$ cat config.mk
export PLATFORM = sky130hd
export DESIGN_NAME = pcie_pll_rst_seq
export DESIGN_NICKNAME = d
export VERILOG_FILES = /design/src/rtl/pcie_pll_rst_seq.sv
export SDC_FILE = /design/constraint.sdc
export NUM_CORES = 1
export LEC_CHECK = 0
export BUFFER_PORTS_ARGS = -buffer_cell sky130_fd_sc_hd__buf_4
export CORE_MARGIN = 2
export CORE_UTILIZATION = 53
export CTS_BUF_LIST = sky130_fd_sc_hd__clkbuf_4 sky130_fd_sc_hd__clkbuf_8 sky130_fd_sc_hd__clkbuf_16
export CTS_CLUSTER_DIAMETER = 120
export DETAILED_ROUTE_END_ITERATION = 10
export PLACE_DENSITY = 0.85
export SLEW_MARGIN = 10
export SYNTH_ARGS = -nofsm -noshare
export SYNTH_HDL_FRONTEND = slang
export SYNTH_SLANG_ARGS = --single-unit
$ cat constraint.sdc
create_clock -name clk -period 2.9 [get_ports clk]
set_clock_uncertainty 0.1 [all_clocks]
set_input_delay 0 -clock clk [delete_from_list [all_inputs] [get_ports clk]]
set_output_delay 0 -clock clk [all_outputs]
set_load 0.02 [all_outputs]
$ cat src/rtl/pcie_pll_rst_seq.sv
// PCIe PLL reset/lock sequencer: pulses the PLL reset, waits for a
// stable synchronized lock, then releases the downstream reset.
module pcie_pll_rst_seq #(
  parameter int PLL_RST_CYCLES      = 16,
  parameter int LOCK_STABLE_CYCLES  = 64,
  parameter int LOCK_TIMEOUT_CYCLES = 4096,
  parameter int MAX_RETRY           = 7
) (
  input  logic       clk,
  input  logic       rst,
  input  logic       pll_lock,
  input  logic       sw_restart,
  output logic       pll_rst,
  output logic       dn_rst,
  output logic       ready,
  output logic       lock_sync,
  output logic [2:0] retry_cnt,
  output logic       lock_fail,
  output logic [7:0] lost_cnt
);

  localparam int MAX_A = (PLL_RST_CYCLES > LOCK_STABLE_CYCLES) ?
                         PLL_RST_CYCLES : LOCK_STABLE_CYCLES;
  localparam int MAX_P = (MAX_A > LOCK_TIMEOUT_CYCLES) ?
                         MAX_A : LOCK_TIMEOUT_CYCLES;
  localparam int CW    = (MAX_P > 2) ? $clog2(MAX_P) : 1;

  localparam logic [CW-1:0] RST_LAST = CW'(PLL_RST_CYCLES - 1);
  localparam logic [CW-1:0] TO_LAST  = CW'(LOCK_TIMEOUT_CYCLES - 1);
  // The lock-detect cycle in WAIT_LOCK is the first cycle of the window.
  localparam logic [CW-1:0] STB_LAST = CW'(LOCK_STABLE_CYCLES - 2);
  localparam logic [2:0]    RETRY_MAX = 3'(MAX_RETRY);
  localparam logic [CW-1:0] CNT_ONE  = CW'(1);

  typedef enum logic [2:0] {
    S_PLL_RST,
    S_WAIT_LOCK,
    S_STABLE,
    S_RUN,
    S_FAIL
  } state_t;

  state_t        r_state;
  logic [CW-1:0] r_cnt;
  logic          r_sync1;
  logic          r_sync2;
  logic [2:0]    r_retry;
  logic [7:0]    r_lost;
  logic          r_pll_rst;
  logic          r_dn_rst;
  logic          r_ready;
  logic          r_lock_fail;

  always_ff @(posedge clk) begin
    if (rst) begin
      r_state     <= S_PLL_RST;
      r_cnt       <= '0;
      r_sync1     <= 1'b0;
      r_sync2     <= 1'b0;
      r_retry     <= 3'd0;
      r_lost      <= 8'd0;
      r_pll_rst   <= 1'b1;
      r_dn_rst    <= 1'b1;
      r_ready     <= 1'b0;
      r_lock_fail <= 1'b0;
    end else begin
      r_sync1     <= pll_lock;
      r_sync2     <= r_sync1;
      r_pll_rst   <= (r_state == S_PLL_RST) || (r_state == S_FAIL);
      r_dn_rst    <= (r_state != S_RUN);
      r_ready     <= (r_state == S_RUN);
      r_lock_fail <= (r_state == S_FAIL);

      if (sw_restart) begin
        r_state <= S_PLL_RST;
        r_cnt   <= '0;
        r_retry <= 3'd0;
      end else begin
        unique case (r_state)
          S_PLL_RST: begin
            if (r_cnt == RST_LAST) begin
              r_state <= S_WAIT_LOCK;
              r_cnt   <= '0;
            end else begin
              r_cnt <= r_cnt + CNT_ONE;
            end
          end
          S_WAIT_LOCK: begin
            if (r_sync2) begin
              r_state <= S_STABLE;
              r_cnt   <= '0;
            end else if (r_cnt == TO_LAST) begin
              r_cnt <= '0;
              if (r_retry == RETRY_MAX) begin
                r_state <= S_FAIL;
              end else begin
                r_retry <= r_retry + 3'd1;
                r_state <= S_PLL_RST;
              end
            end else begin
              r_cnt <= r_cnt + CNT_ONE;
            end
          end
          S_STABLE: begin
            if (!r_sync2) begin
              r_state <= S_WAIT_LOCK;
              r_cnt   <= '0;
            end else if (r_cnt == STB_LAST) begin
              r_state <= S_RUN;
              r_cnt   <= '0;
            end else begin
              r_cnt <= r_cnt + CNT_ONE;
            end
          end
          S_RUN: begin
            if (!r_sync2) begin
              r_state <= S_PLL_RST;
              r_cnt   <= '0;
              r_retry <= 3'd0;
              if (r_lost != 8'hFF) r_lost <= r_lost + 8'd1;
            end
          end
          S_FAIL: begin
            r_cnt <= '0;
          end
          default: begin
            r_state <= S_PLL_RST;
            r_cnt   <= '0;
          end
        endcase
      end
    end
  end

  assign pll_rst   = r_pll_rst;
  assign dn_rst    = r_dn_rst;
  assign ready     = r_ready;
  assign lock_sync = r_sync2;
  assign retry_cnt = r_retry;
  assign lock_fail = r_lock_fail;
  assign lost_cnt  = r_lost;

endmodule

# Yosys cells after proc, flatten, opt, wreduce, memory -nomap -nowiden
# Index checks and enable logic that the tools add are counted.
# op_classes
reduce_logical	7
eq_ne	17
bitwise_logic	3
addsub	3
n_mux	19
# ops
operator	count
two-way mux 12 bit	6
case mux 12 bit (4 select lines)	1
two-way mux 3 bit	10
case mux 3 bit (5 select lines)	1
adder 12 x 1 -> 12 bit (second input constant)	1
equality test 12 bit (second input constant)	1
equality test 12 x 4 -> 1 bit (second input constant)	1
equality test 12 x 6 -> 1 bit (second input constant)	1
AND reduction 5 bit	2
adder 8 x 1 -> 8 bit (second input constant)	1
!= test 2 bit (second input constant)	4
!= test 8 bit (second input constant)	1
equality test 3 x 2 -> 1 bit (second input constant)	2
equality test 3 bit (second input constant)	2
!= test 3 bit (second input constant)	2
case mux 3 bit (2 select lines)	1
AND reduction 4 bit	1
adder 3 x 1 -> 3 bit (second input constant)	1
equality test 3 x 1 -> 1 bit (second input constant)	1
zero test 3 bit	1
!= test 3 x 2 -> 1 bit (second input constant)	1
NOT 1 bit	3
!= test 2 x 1 -> 1 bit (second input constant)	1
nonzero test 2 bit	1
other kinds (2)	2
# totals
word_cells	59
reg_bits	32
in_bits	4
out_inout_bits	16

# Depth between registers and ports, before layout
# logic_depth
word_depth	5
depth_mapped	8
ltp_nobuf	7

# Worst setup path before layout
# Ideal clock, no wire load.
# synth_path
kind	reg-to-reg
start	reg r_cnt[11]
end	reg r_cnt[0]
stages_incl_launch_ff	7
t_arrival_ps	1751
period_less_slack_ps	1983
path_slack_ps	917
setup_time_ps	133
n_path_buf	1
required_time_ps	2667
path_cell_list	dfxtp_1 > or4_4 > nor4b_4 > o22ai_2 > buf_6 > nor3_1 > a211oi_1
# synth_via
elab_chain_len	4
elab_cells_between_ends	9
classes_between	eq/ne (3); mux (6)
# synth_lines
element	line_no	text
from (decl)	44	logic [CW-1:0] r_cnt;
from (signal assigned)	85	r_cnt <= r_cnt + CNT_ONE;
from (signal assigned)	101	r_cnt <= r_cnt + CNT_ONE;
from (signal assigned)	112	r_cnt <= r_cnt + CNT_ONE;
equality test 12 x 6 -> 1 bit / equality test 12 bit (equally long branches)	108, 92	
two-way mux 12 bit (on tied branches)	108, 92	
two-way mux 12 bit (on tied branches)	105, 89	
case mux 12 bit (4 select lines) (*)	79	unique case (r_state)
# Mark *: on every way between the ends. The rest lies on a longest branch, timed or not.
# A chain may end at the register's enable or synchronous reset.

# Worst setup path after layout
# layout_path
start	reg r_cnt[11]
end	reg r_cnt[11]
# layout_via
elab_chain_len	4
elab_cells_between_ends	10
classes_between	add/sub (1); eq/ne (3); mux (6)
# layout_lines
element	line_no
adder 12 x 1 -> 12 bit (tied with other cells)	85, 101, 112
two-way mux 12 bit (on tied branches)	108, 92
two-way mux 12 bit (on tied branches)	105, 89
case mux 12 bit (4 select lines) (*)	79
# Marked as above.

==> out/results.ini <==
[die]
ios = 20
core_area_um2 = 3030
die-area_um2 = 3610
initial_core_util_pct = 55.0
dieHeight_um = 60.1
num_rows = 20
die_w_um = 60.1

[finish]
diodes = 0
multi_input_area_um2 = 922
nets = 219
areaGrowthSynthToFinish_pct = 14.2
n_fill_cell = 261
drive_above_1_share_pct = 19.4
seq_area_um2 = 641

[place]
pre_cts_slack_ns = 0.669
dp_hpwl_um = 2470
port_buffers = 19
routabilityCongestion = 0.932

[timing]
min_period_over_period_pct = 77.7
setup_violations = 0
max_slew_margin_pct = 48.2
rsz0062_at_grt = no
worst_pin_slew_ns = 0.773
setup_slack_ns = 0.647
fin_crit_ns = 2.25
max_freq_mhz = 444
setup_tns_ns = 0
hold_viol = 0
slew_violations = 0
holdWs_ns = 0.344

[critical_path]
startpoint_type = register
cp.arrival_ns = 2.36
cp.buffers_inverters = 0
reg2reg_depth = 5
cp_slowest_stage_delay_ns = 0.58
path_cells = or4_4 -> nor4b_4 -> o22ai_2 -> nor3_4 -> nor4_1
path_max_fanout = 13
crit_type = reg2reg
crit_cells = 5
end_kind = register
cp_slowest_cell = or4_4
crit_family = simple AND/OR/NAND/NOR gates
cp.required_ns = 3.01

[global_route]
grt_util_met1_pct = 30.1
overflow = 0
grt_pass1_vias = 1304
use_met3_pct = 5.19
grt-busiest-layer = met2
grtUsageTotal_pct = 22.0
grt_first_pass_wirelength_um = 5960
antenna_found_initial = 0
grt_max_degree = 16
met2_usage_pct = 33.1

[clock_network]
cts_tree = yes
numCtsBuffers = 5
insertion_delay_ns = 0.32
htree_num_levels = 2
cts-root-buf = clkbuf_4
cts_max_path_buffers = 2
clk_pin_slew_ns = 0.09
cts.sinks = 32

[route]
vias = 1469
dr.pass1.iters = 7
viasPerCell = 5.76
wire_per_inst_um = 13.8
postRouteAntennaNets = 0
wl_um = 3510
drt_iter0_drc = 92
route.detailed.drc = 0

[pwr]
leakagePower_nw = 0.676
comb_power_share_pct = 2.9
sequentialPowerShare_pct = 55.6
p_total_uw = 801
irDropWorstVdd_mv = 0.347
power.density_nw_per_um2 = 421
power.internal_uw = 642
p_clk_share_pct = 41.6
p_sw_share_pct = 19.8
switchingPower_uw = 158

[synthesis]
syn_area_um2 = 1670
ys_types = 47
syn_nets = 197
synth_edf_count = 0
ys_async_sr_fraction_pct = 0
synthCells = 188
yosys_most_used_dff = dfxtp_1
yosysWarningCount = 0
ys_seq_elements = 32
yosysSeqAreaShare_pct = 38.4
syn_area_per_cell_um2 = 8.86

[status]
status = finished, final reports clean

[hold_path]
hold_depth = 1
holdCritPathClass = reg2reg

[job]
maxCapViolCount = 0

## synth_stat cells, types with 2 or more instances
cell type  count  area share (%)
nand2_1       12             2.7
o22ai_1        3             1.1
o211ai_1       3             1.4
or3_1          3             1.1
inv_1          6             1.4
nand3_1       16             4.8
o21ai_0       10             3.0
a21oi_1        6             1.8
clkbuf_1       2            0.45
ha_1           5             3.8
buf_6          3             2.0
dfxtp_1       32              38
nor4b_1        2             1.1
xnor2_1        4             2.1
nand3b_1       2            0.90
nor4_1         7             2.6
nor2_1        16             3.6
mux2i_1        3             1.8
or2_2          4             1.5
nand4_1        3             1.1
nor3_1        16             4.8
and3_1         3             1.1
nor2b_1        3             1.1
## cell type report
class,count,share of cell area [%]
clock inverter,2,1.84
clock buffer,6,2.37
tap,44,2.89
sequential,32,33.7
multi-input combinational,142,48.5
timing repair buffer,23,9.60
inverter,6,1.18
## power by group through the flow
stage          Sequential (mW)  Combinational, mW  Clock, mW
2_1_floorplan            0.455             0.0115          0
3_3_place_gp             0.455             0.0181          0
3_5_place_dp             0.455             0.0184          0
4_1_cts                  0.445             0.0227      0.343
5_1_grt                  0.445             0.0252      0.366
6_report                 0.445             0.0229      0.333
## worst reg2reg max path, cell delays in order, from the launching register on
cell and delay (ns):
dfxtp_1 0.36, or4_4 0.58, nor4b_4 0.33, o22ai_2 0.28, nor3_4 0.38, nor4_1 0.11
## timing repair
| item | CTS | global route |
|---|---|---|
| hold endpoints to repair | 18 | 0 |
| gates resized for setup | 0 | 0 |
| hold buffers | 4 | 0 |
| buffers inserted | 0 | 0 |
## state kept, by name, indices dropped and copies added (netlist names)
register	flops
r_cnt	12
lost_cnt	8
r_state	3
retry_cnt	3
dn_rst	1
lock_fail	1
lock_sync	1
pll_rst	1
r_sync1	1
ready	1
## cell usage in the layout, fill, tap and decap left out, drive strengths merged, types with 5 or more instances in the layout
| master | Yosys | layout |
|---|---|---|
| buf | 4 | 19 |
| nor3 | 17 | 17 |
| nor4 | 8 | 8 |
| nand2 | 12 | 12 |
| nand3 | 16 | 16 |
| nor2 | 16 | 16 |
| a21oi | 6 | 6 |
| o21ai | 10 | 10 |
| dfxtp | 32 | 32 |
| inv | 6 | 6 |
| clkbuf | 3 | 6 |
| ha | 5 | 5 |
## final timing paths
kind                            slack [ns]                    from                      to
worst min-delay path                  0.34      r_sync1$_SDFF_PP0_    lock_sync$_SDFF_PP0_
worst max-delay path                  0.65  r_cnt[11]$_SDFFE_PP0P_  r_cnt[11]$_SDFFE_PP0P_
worst min register to register        0.34      r_sync1$_SDFF_PP0_    lock_sync$_SDFF_PP0_
worst max register to register        0.65  r_cnt[11]$_SDFFE_PP0P_  r_cnt[11]$_SDFFE_PP0P_
## per-stage QoR
stage | instances | util [%] | instance area, µm²
6_report | 255 | 62.9 | 1900
2_1_floorplan | 188 | - | 1670
5_1_grt | 255 | 62.9 | 1900
3_3_place_gp | 243 | 58.9 | 1780
4_1_cts | 255 | 62.9 | 1900
3_5_place_dp | 243 | 58.9 | 1780
## per-layer routing
layer | part of all wire, % | vias up | routed length [µm]
met5 | 0 | - | 0
met4 | 0.83 | 0 | 29
met3 | 4.7 | 2 | 165
met2 | 47 | 43 | 1660
met1 | 47 | 679 | 1650
li1 | - | 745 | -
## cells by family after synthesis
kind of cell               count (synthesis)  synth area share [%]
xor gates and xnor gates                   5                  2.63
muxes                                      4                  2.48
buffers and inverters                     14                  6.23
AOI/OAI and AO/OA                         32                  12.9
and+or+nand+nor                           96                  33.6
adders and majority gates                  5                  3.75
DFF                                       32                  38.4
No activity file was read; power rests on OpenSTA's default activity.
